$ cat src/rtl/asm_dp_scheduler.sv
// asm_dp_scheduler: round-robin arbiter sharing one x/y counter datapath
// between two requesters. Each granted operation runs the fixed sequence
// IDLE -> GRANT -> EXEC -> DONE and returns the captured x value on data_o.
//
// Ports:
//   clk_i    rising-edge clock
//   reset_i  asynchronous active-high reset
//   req_i    per-requester request (bit k = requester k), sampled in IDLE
//   inc_i    per-requester op select (1 = INC, 0 = READ), sampled with req_i
//   gnt_o    one-hot grant to the datapath owner (GRANT/EXEC/DONE)
//   done_o   one-cycle one-hot completion pulse to the owner (DONE)
//   data_o   y register: x value captured by the last completed operation
//   x_o      current x register value
//   busy_o   high whenever the FSM is not IDLE
module asm_dp_scheduler #(
  parameter int unsigned WIDTH = 3
) (
  input  logic             clk_i,
  input  logic             reset_i,
  input  logic [1:0]       req_i,
  input  logic [1:0]       inc_i,
  output logic [1:0]       gnt_o,
  output logic [1:0]       done_o,
  output logic [WIDTH-1:0] data_o,
  output logic [WIDTH-1:0] x_o,
  output logic             busy_o
);

  typedef enum logic [1:0] {
    IDLE  = 2'd0,
    GRANT = 2'd1,
    EXEC  = 2'd2,
    DONE  = 2'd3
  } state_t;

  state_t           state_q, state_d;
  logic [WIDTH-1:0] x_q, x_d;
  logic [WIDTH-1:0] y_q, y_d;
  logic             owner_q, owner_d;
  logic             op_q, op_d;
  logic             prio_q, prio_d;
  logic             winner_c;
  logic [1:0]       gnt_d, done_d;
  logic             busy_d;

  // Tie goes to prio; otherwise the single requesting bit wins.
  assign winner_c = (req_i == 2'b11) ? prio_q : req_i[1];

  // Next-state, datapath and output decode.
  always_comb begin
    state_d = state_q;
    x_d     = x_q;
    y_d     = y_q;
    owner_d = owner_q;
    op_d    = op_q;
    prio_d  = prio_q;
    gnt_d   = 2'b00;
    done_d  = 2'b00;
    busy_d  = 1'b0;

    case (state_q)
      IDLE: begin
        if (req_i != 2'b00) begin
          owner_d = winner_c;
          op_d    = inc_i[winner_c];
          state_d = GRANT;
        end
      end
      GRANT: begin
        state_d = EXEC;
      end
      EXEC: begin
        y_d = x_q;
        if (op_q) begin
          x_d = x_q + WIDTH'(1);
        end
        state_d = DONE;
      end
      DONE: begin
        prio_d  = ~owner_q;
        state_d = IDLE;
      end
      default: begin
        state_d = IDLE;
      end
    endcase

    // Outputs are registered, so decode them from the state being entered.
    if (state_d != IDLE) begin
      gnt_d  = 2'(1) << owner_d;
      busy_d = 1'b1;
    end
    if (state_d == DONE) begin
      done_d = 2'(1) << owner_d;
    end
  end

  // State, datapath and output registers.
  always_ff @(posedge clk_i or posedge reset_i) begin
    if (reset_i) begin
      state_q <= IDLE;
      x_q     <= '0;
      y_q     <= '0;
      owner_q <= 1'b0;
      op_q    <= 1'b0;
      prio_q  <= 1'b0;
      gnt_o   <= 2'b00;
      done_o  <= 2'b00;
      busy_o  <= 1'b0;
    end else begin
      state_q <= state_d;
      x_q     <= x_d;
      y_q     <= y_d;
      owner_q <= owner_d;
      op_q    <= op_d;
      prio_q  <= prio_d;
      gnt_o   <= gnt_d;
      done_o  <= done_d;
      busy_o  <= busy_d;
    end
  end

  assign data_o = y_q;
  assign x_o    = x_q;

endmodule

$ cat config.mk
export PLATFORM = sky130hd
export DESIGN_NAME = asm_dp_scheduler
export DESIGN_NICKNAME = d
export VERILOG_FILES = /design/src/rtl/asm_dp_scheduler.sv
export SDC_FILE = /design/constraint.sdc
export NUM_CORES = 1
export LEC_CHECK = 0
export ABC_CLOCK_PERIOD_IN_PS = 1300
export BUFFER_PORTS_ARGS = -buffer_cell sky130_fd_sc_hd__buf_2
export CORE_AREA = 4 4 53 55
export DETAILED_ROUTE_END_ITERATION = 16
export DIE_AREA = 0 0 57 59
export HOLD_SLACK_MARGIN = 0.06
export SETUP_SLACK_MARGIN = 0.3
export SLEW_MARGIN = 10
export SYNTH_ARGS = -nofsm -noshare
export SYNTH_HDL_FRONTEND = slang
export SYNTH_SLANG_ARGS = --single-unit
$ cat constraint.sdc
create_clock -name clk_i -period 1.3 [get_ports clk_i]
set_clock_uncertainty 0.1 [all_clocks]
set_input_delay 0.26 -clock clk_i [delete_from_list [all_inputs] [get_ports clk_i]]
set_output_delay 0.26 -clock clk_i [all_outputs]
set_load 0.03 [all_outputs]
==> results.ini, run 1 <==
[outcome]
outcome=finished, violations left
failed_checks=setup timing

[place]
dp.final_hpwl_um=991
portBuffers=16
place_ws_ns=-0.124
gp_congestion=0.667

[critical_path]
arrival_ns=1.46
criticalPathCategory=register to register
cp_slowest_stage_delay_ns=0.39
r2r_cells=5
worstReg2RegStart=state_q[0]$_DFF_PP0_
cp_slowest_cell=dfrtp_1
worst-r2r-setup-slack_ns=-0.09
startpoint_type=register
worst-path-max-fanout=5
cp-end-kind=register
crit_start=state_q[0]$_DFF_PP0_
crit_chain=inv_2 -> ha_4 -> a21oi_2 -> a31oi_4 -> o21ba_4
required_ns=1.37

[sta]
rsz0062_at_grt=true
finalSetupTns_ns=-0.251
fmax_mhz=722
period_needed_ns=1.39
tightest_slew_ns=0.228
slew_headroom_pct=84.8
hold_ws_ns=0.146
setup_viol=9
fin_ws_ns=-0.0859
hold_viol=0
fin_crit_sh_pct=107
finalMaxSlewViolations=0

[routing]
routedWlPerCell_um=11.2
drc=0
dr.pass1.iters=2
viasPerCell=4.26
num_vias=494
detail-route-antenna-nets=0
wl_mm=1.30
first_iter_violations=2

[synthesis]
ys_types=20
yosysSeqAreaShare_pct=59.9
ys_ff_latch=16
synthesis.nets=62
synthCells=51
synth.avg_cell_area_um2=13.1
synth_area_um2=668
ys_warn_count=0

[finish]
area_growth_pct=67.8
nFillCells=233
drive_gt1_share_pct=64.0
final_util_pct=47.0
diodes=0
finalNetCount=98

[clocking]
clk_latency_ns=0.28
cts_sinks=16
cts-root-buf=clkbuf_4
clockBufferDepth=2
numCtsBuffers=3
cts_tree=done
cts-htree-levels=1
path_clk_slew_ns=0.10

[hold_path]
min-delay-start=inc_i[1]
holdPathStages=2
min_path_type=primary input to register

[floorplan]
die_height_um=59
pin_count=17
num_rows=18
dieWidth_um=57
start_util_pct=28.0
coreArea_um2=2390
dieArea_um2=3360

[global_routing]
grt_pass1_wl_mm=2.26
grt_pass1_vias=514
grt-ovfl-total=0
grt_usage_pct=8.99
antenna_found_initial=0
grt_max_degree=17

[pwr]
leakage_nw=0.513
ir_worst_vdd_mv=1.42
p_per_area_nw_per_um2=3020

[job]
cap_violations=0

==> power breakdown <==
group / internal, W / switching, W
logic: 0.00116 / 0.000940
clock network: 0.000170 / 0.000152
registers: 0.000765 / 0.000197
==> through the flow <==
step	total power (W)	instances	instance area, um^2
floorplan	0.00199	51	714
global placement	0.00246	107	907
detailed placement	0.00250	107	907
CTS	0.00324	115	1070
global route	0.00361	116	1120
finish	0.00339	116	1120
==> registers in the layout, indices dropped and copies added, names as in the netlist <==
name and flops:
data_o 3, x_o 3, done_o 2, gnt_o 2
state_q 2, busy_o 1, op_q 1, owner_q 1
prio_q 1
==> critical path: cells and delay by family (launching register included) <==
kind / cells / cell delay, ns
compound gates: 3 / 0.48
flops: 1 / 0.39
fa+ha+maj: 1 / 0.18
buf+inv: 1 / 0.13
==> logic make-up after synthesis <==
family / count (synthesis) / share of synthesized area (%)
flip-flops: 16 / 59.9
multiplexers: 4 / 6.74
XOR/XNOR: 2 / 2.62
buffers and inverters: 3 / 1.69
adder cells (fa/ha/maj): 5 / 9.36
AND/OR/NAND/NOR: 13 / 9.74
AO/OA/AOI/OAI: 8 / 9.92
==> layout by cell type, fill, tap and decap left out, drive strengths merged <==
cell type and count:
a31oi 2, o21a 1, nand3 3, ha 5
or2 1, nand2b 2, nor2b 1, buf 30
and2 1, o21ai 1, xnor2 2, nand2 2
o221a 1, nor2 3, inv 3, a21oi 2
dlygate4sd3 1, clkbuf 4, mux2 4, dfrtp 16
o21ba 1
==> cell type report <==
type,count,area [um^2],share of cell area [%]
repair buffers,31,279,24.9
clock buffers,4,36.3,3.24
inverters,3,11.3,1.00
multi-input cells,32,353,31.5
flip-flops and latches,16,404,36.0
well taps,30,37.5,3.35
==> repair_timing <==
action,in CTS,in global routing
setup buffers,3,1
hold buffers,1,0
endpoints found under the setup margin,26,26
endpoints found under the hold margin,16,0
gates resized for setup,27,9
pin swaps,5,6
==> synth_stat cells <==
cell type | instances | share of area [%]
inv_1 | 3 | 1.7
a31oi_1 | 1 | 0.94
ha_1 | 5 | 9.4
xnor2_1 | 2 | 2.6
o21ba_1 | 1 | 1.5
o21a_1 | 1 | 1.1
o21ai_0 | 1 | 0.75
or2_2 | 1 | 0.94
nand2_1 | 2 | 1.1
and2_1 | 1 | 0.94
a31oi_2 | 1 | 1.9
nand3_1 | 3 | 2.2
a21oi_1 | 1 | 0.75
o221a_2 | 1 | 1.7
nand2b_1 | 2 | 1.9
nor2b_1 | 1 | 0.94
nor2_1 | 3 | 1.7
a21oi_2 | 1 | 1.3
mux2_2 | 4 | 6.7
dfrtp_1 | 16 | 60
==> per-layer routing <==
metal	global-route usage (%)	routed length, um	vias up
li1	-	-	242
met1	9.17	478	244
met2	17.0	761	8
met3	2.61	59	0
met4	3.97	0	0
met5	0	0	-
==> path summary, 6_finish.rpt <==
path,endpoint
hold / removal,op_q$_DFFE_PP0P_
setup reg to reg,gnt_o[0]$_DFF_PP0_
min in group asynchronous,prio_q$_DFFE_PP0N_
hold reg to reg,prio_q$_DFFE_PP0N_
max in group asynchronous,state_q[1]$_DFF_PP0_
setup / recovery,gnt_o[0]$_DFF_PP0_
(Power assumes the default switching activity.)
==> run 2: changes to the inputs <==
--- a/config.mk
+++ b/config.mk
@@ -5,7 +5,7 @@
 export SDC_FILE = /design/constraint.sdc
 export NUM_CORES = 1
 export LEC_CHECK = 0
-export ABC_CLOCK_PERIOD_IN_PS = 1300
+export ABC_CLOCK_PERIOD_IN_PS = 1100
 export BUFFER_PORTS_ARGS = -buffer_cell sky130_fd_sc_hd__buf_2
 export CORE_AREA = 4 4 53 55
 export DETAILED_ROUTE_END_ITERATION = 16
==> constraint.sdc (replaced) <==
create_clock -name clk_i -period 1.1 [get_ports clk_i]
set_clock_uncertainty 0.1 [all_clocks]
set_input_delay 0.22 -clock clk_i [delete_from_list [all_inputs] [get_ports clk_i]]
set_output_delay 0.22 -clock clk_i [all_outputs]
set_load 0.03 [all_outputs]
==> run 2 against run 1 <==
  * The run still ends with setup timing left
  * Utilization increased by 2.4 points
  * Non-clock buffer count increased by 9
  * Die area is the same
  * Worst hold slack lost 0.046 ns
  * First-iteration DRC count fell by 50%
  * Sequential share of layout area decreased by 1.8 points
  * Power up 23%
  * Sequential power increased by 16%
  * Critical endpoint is now busy_o$_DFF_PP0_
  * Largest cell class unchanged
==> results.ini, run 2 (synthesis gave the netlist of run 1 again) <==
[routing]
dr.pass1.iters=2
num_vias=542
viasPerCell=4.34
routedWlPerCell_um=11.7
drc=0
first_iter_violations=1
detail-route-antenna-nets=0
wl_mm=1.46

[job]
cap_violations=0

[clocking]
cts-htree-levels=1
path_clk_slew_ns=0.10
clockBufferDepth=2
clk_latency_ns=0.29
numCtsBuffers=3
cts_sinks=16
cts_tree=done
cts-root-buf=clkbuf_4

[finish]
area_growth_pct=76.4
seq_area_um2=404
multi_input_area_um2=332
drive_gt1_share_pct=67.4
finalNetCount=107
layout_commonest_cell=buf_6
nFillCells=226
diodes=0
final_cell_mix=18 x buf_6, 16 x buf_4, 13 x dfrtp_1

[pwr]
p_per_area_nw_per_um2=3550
ir_worst_vdd_mv=1.83
leakage_nw=0.560

[sta]
hold_viol=0
period_needed_ns=1.35
fmax_mhz=740
fin_ws_ns=-0.252
finalSetupTns_ns=-3.32
slew_headroom_pct=87.2
fin_crit_sh_pct=123
hold_ws_ns=0.101
tightest_slew_ns=0.192
finalMaxSlewViolations=0
setup_viol=26
rsz0062_at_grt=true

[global_routing]
grt-ovfl-total=0
grt_max_degree=17
grt_pass1_wl_mm=2.48
grt_usage_pct=9.69
grt_pass1_vias=592
antenna_found_initial=0

[critical_path]
worst-r2r-setup-slack_ns=-0.25
startpoint_type=register
arrival_ns=1.43
reg2reg_to=busy_o$_DFF_PP0_
worstReg2RegStart=state_q[0]$_DFF_PP0_
cp-endpoint=busy_o$_DFF_PP0_
required_ns=1.18
crit_start=state_q[0]$_DFF_PP0_
cp-end-kind=register
worst-path-max-fanout=5
r2r_cells=5
criticalPathCategory=register to register

[floorplan]
start_util_pct=28.0
dieWidth_um=57
die_height_um=59
pin_count=17
num_rows=18
coreArea_um2=2390
dieArea_um2=3360

[place]
dp.final_hpwl_mm=1.02
portBuffers=16
place_ws_ns=-0.302
gp_congestion=0.677

[outcome]
failed_checks=setup timing
outcome=finished, violations left

[hold_path]
min_path_type=primary input to register
min-delay-start=inc_i[1]

-- run 2: changes by cell type in the layout (fill, tap and decap cells not counted), sizes merged --
cell / previous run / this run
buf: 30 / 39
-- run 2: worst min path at each step --
| stage | slack (ns) | end | cells past startpoint |
|---|---|---|---|
| finish | 0.10 | op_q$_DFFE_PP0P_ | 2 |
| detailed placement | 0.15 | data_o[1]$_DFFE_PP0P_ | 3 |
| global placement | 0.13 | data_o[0]$_DFFE_PP0P_ | 3 |
| floorplan | 0.03 | busy_o$_DFF_PP0_ | 1 |
| global route | 0.09 | op_q$_DFFE_PP0P_ | 2 |
| CTS | 0.09 | op_q$_DFFE_PP0P_ | 2 |
-- run 2: area by class of cell --
class                           instances  area share (%)
Inverter                                3           0.955
Clock buffer                            4            3.08
Multi-Input combinational cell         32            28.1
Timing Repair Buffer                   40            30.4
Sequential cell                        16            34.3
Tap cell                               30            3.18
-- run 2: metal layers --
metal | track usage, % | routed length, um
met3 | 5.01 | 98
met2 | 18.4 | 810
met4 | 1.99 | 0
met5 | 0 | 0
met1 | 9.30 | 553
-- run 2: power breakdown --
| part | total, W | switching [W] | internal, W |
|---|---|---|---|
| Clock | 0.000386 | 0.000184 | 0.000202 |
| Sequential | 0.00112 | 0.000216 | 0.000904 |
| Combinational | 0.00268 | 0.00115 | 0.00153 |
-- run 2: worst max-delay path, cell delays in order, from the launching register on --
cell,delay (ns)
dfrtp_1,0.40
inv_2,0.12
ha_4,0.18
a31oi_1,0.09
buf_4,0.15
or2_4,0.21
-- run 2: what timing repair did --
item / in CTS / in global routing
buffers inserted: 10 / 1
hold buffers: 1 / 0
hold endpoints to repair: 16 / 0
pin swaps: 7 / 4
gates resized for setup: 32 / 4
setup endpoints to repair: 27 / 43
-- run 2: through the flow --
| stage | instances | total power, W | utilization (%) | instance area, um^2 |
|---|---|---|---|---|
| 2_1_floorplan | 51 | 0.00235 | - | 716 |
| 3_3_place_gp | 109 | 0.00295 | 38.7 | 923 |
| 3_5_place_dp | 109 | 0.00302 | 38.7 | 923 |
| 4_1_cts | 124 | 0.00416 | 48.6 | 1160 |
| 5_1_grt | 125 | 0.00446 | 49.4 | 1180 |
| 6_report | 125 | 0.00418 | 49.4 | 1180 |
==> run 3: changes to the inputs <==
--- a/config.mk
+++ b/config.mk
@@ -8,9 +8,11 @@
 export ABC_CLOCK_PERIOD_IN_PS = 1100
 export BUFFER_PORTS_ARGS = -buffer_cell sky130_fd_sc_hd__buf_2
 export CORE_AREA = 4 4 53 55
+export CTS_BUF_LIST = sky130_fd_sc_hd__clkbuf_4
 export DETAILED_ROUTE_END_ITERATION = 16
 export DIE_AREA = 0 0 57 59
 export HOLD_SLACK_MARGIN = 0.06
+export RECOVER_POWER = 50
 export SETUP_SLACK_MARGIN = 0.3
 export SLEW_MARGIN = 10
 export SYNTH_ARGS = -nofsm -noshare
==> run 3 against run 2 <==
  * The run still ends with setup timing left
  * Via count fell by 0.37%
  * Critical path type unchanged
  * Design area down 1.4%
  * Highest routed layer unchanged
  * Clock-buffer cell count is 1 lower
  * Worst hold slack better by 0.0018 ns
  * Sequential cell count unchanged
  * Wire length did not move
  * Non-clock buffer count unchanged
  * Critical path depth stayed put
  * Register-to-register slack about the same
  * Utilization down 0.68 points
  * Sequential share of layout area grew 0.48 points
==> results.ini, run 3 (synthesis gave the netlist of run 1 again) <==
[finish]
final_cell_mix=17 x buf_6, 16 x buf_4, 13 x dfrtp_1
area_growth_pct=74.0
nFillCells=229
drive_gt1_share_pct=66.3
design_area_um2=1160
diodes=0
layout_commonest_cell=buf_6
finalNetCount=107

[critical_path]
cp_slowest_cell=dfrtp_1
cp_slowest_stage_delay_ns=0.40
arrival_ns=1.42
worst-r2r-setup-slack_ns=-0.25
worst-path-max-fanout=5
startpoint_type=register
r2r_cells=5
reg2reg_to=busy_o$_DFF_PP0_
cp-end-kind=register
required_ns=1.17
worstReg2RegStart=state_q[0]$_DFF_PP0_
criticalPathCategory=register to register
crit_chain=inv_2 -> ha_4 -> a31oi_1 -> buf_4 -> or2_4

[floorplan]
pin_count=17
dieArea_um2=3360
coreArea_um2=2390
dieWidth_um=57
die_height_um=59
num_rows=18
start_util_pct=28.0

[place]
dp.final_hpwl_mm=1.02
gp_congestion=0.677
place_area_um2=923
place_ws_ns=-0.302
portBuffers=16

[hold_path]
min_to=op_q$_DFFE_PP0P_
min_path_type=primary input to register
min-delay-start=inc_i[1]
holdPathStages=2

[routing]
routedWlPerCell_um=11.7
detail-route-antenna-nets=0
dr.pass1.iters=2
first_iter_violations=3
num_vias=540
drc=0
viasPerCell=4.32
wl_mm=1.46

[sta]
hold_ws_ns=0.103
fmax_mhz=739
period_needed_ns=1.35
finalMaxSlewViolations=0
rsz0062_at_grt=true
hold_viol=0
tightest_slew_ns=0.401
setup_viol=26
fin_crit_sh_pct=123
fin_ws_ns=-0.253
slew_headroom_pct=73.3

[clocking]
clk_latency_ns=0.29
numCtsBuffers=3
cts-root-buf=clkbuf_4
cts-htree-levels=1
clockBufferDepth=2
cts_tree=done
path_clk_slew_ns=0.10
cts_sinks=16

[global_routing]
grt_usage_pct=9.69
grt_max_degree=17
grt_pass1_wl_mm=2.46
grt-ovfl-total=0
grt_pass1_vias=586
antenna_found_initial=0

[pwr]
p_per_area_nw_per_um2=3530
leakage_nw=0.553
ir_worst_vdd_mv=1.97

[outcome]
failed_checks=setup timing
outcome=finished, violations left

[job]
cap_violations=0

==> run 3: cell types whose count changed in the layout (fill, tap and decap cells not counted), sizes merged <==
cell,previous run,this run
buf,39,38
clkinv,0,1
==> run 3: area by class of cell <==
cell class              count  area [um^2]  share of cell area [%]
repair buffers             40          352                    30.2
multi-input cells          32          332                    28.5
clock inverters             1         3.75                   0.323
well taps                  30         37.5                    3.23
clock buffers               3         22.5                    1.94
inverters                   3         11.3                   0.969
flip-flops and latches     16          404                    34.8
==> run 3: per-stage QoR <==
stage	setup TNS (ns)	power, W	util [%]	instances
2_1_floorplan	-1.30	0.00235	-	51
3_3_place_gp	-2.58	0.00295	38.7	109
3_5_place_dp	-3.04	0.00302	38.7	109
4_1_cts	-3.55	0.00409	48.2	124
5_1_grt	-4.51	0.00439	48.7	125
6_report	-3.27	0.00411	48.7	125
==> run 3: worst max-delay path by stage <==
stage                     slack (ns)                  from            endpoint
after floorplan                -0.19  state_q[0]$_DFF_PP0_  gnt_o[0]$_DFF_PP0_
after global placement         -0.27  state_q[0]$_DFF_PP0_    busy_o$_DFF_PP0_
after detailed placement       -0.30  state_q[0]$_DFF_PP0_    busy_o$_DFF_PP0_
after CTS                      -0.27  state_q[1]$_DFF_PP0_    busy_o$_DFF_PP0_
after global routing           -0.32  state_q[1]$_DFF_PP0_    busy_o$_DFF_PP0_
final                          -0.25  state_q[0]$_DFF_PP0_    busy_o$_DFF_PP0_
==> run 3: where the power goes <==
part	leakage, nW	internal [W]	total, W	switching [W]
Sequential	0.187	0.000903	0.00112	0.000216
Combinational	0.351	0.00153	0.00268	0.00115
Clock	0.0154	0.000132	0.000311	0.000180
Total	0.553	0.00256	0.00411	0.00155
==> run 3: worst max-delay path: cells and delay by family (launching register included) <==
kind | cells | cell delay [ns]
flip-flops | 1 | 0.40
buffers and inverters | 2 | 0.27
AND/OR/NAND/NOR | 1 | 0.21
adder cells (fa/ha/maj) | 1 | 0.18
AO/OA/AOI/OAI | 1 | 0.09
==> run 3: routing by layer <==
layer  up-vias  wire length [um]  track usage, %
met1       266               543            9.30
li1        259                 -               -
met4         0                 0            1.99
met2        15               808            18.4
met5         -                 0               0
met3         0               110            5.01
==> run 3: what timing repair did <==
item	CTS	global route
hold buffers	1	0
setup endpoints to repair	27	43
endpoints found under the hold margin	16	0
resized for setup	32	4
setup buffers	10	1
pin swaps	7	4
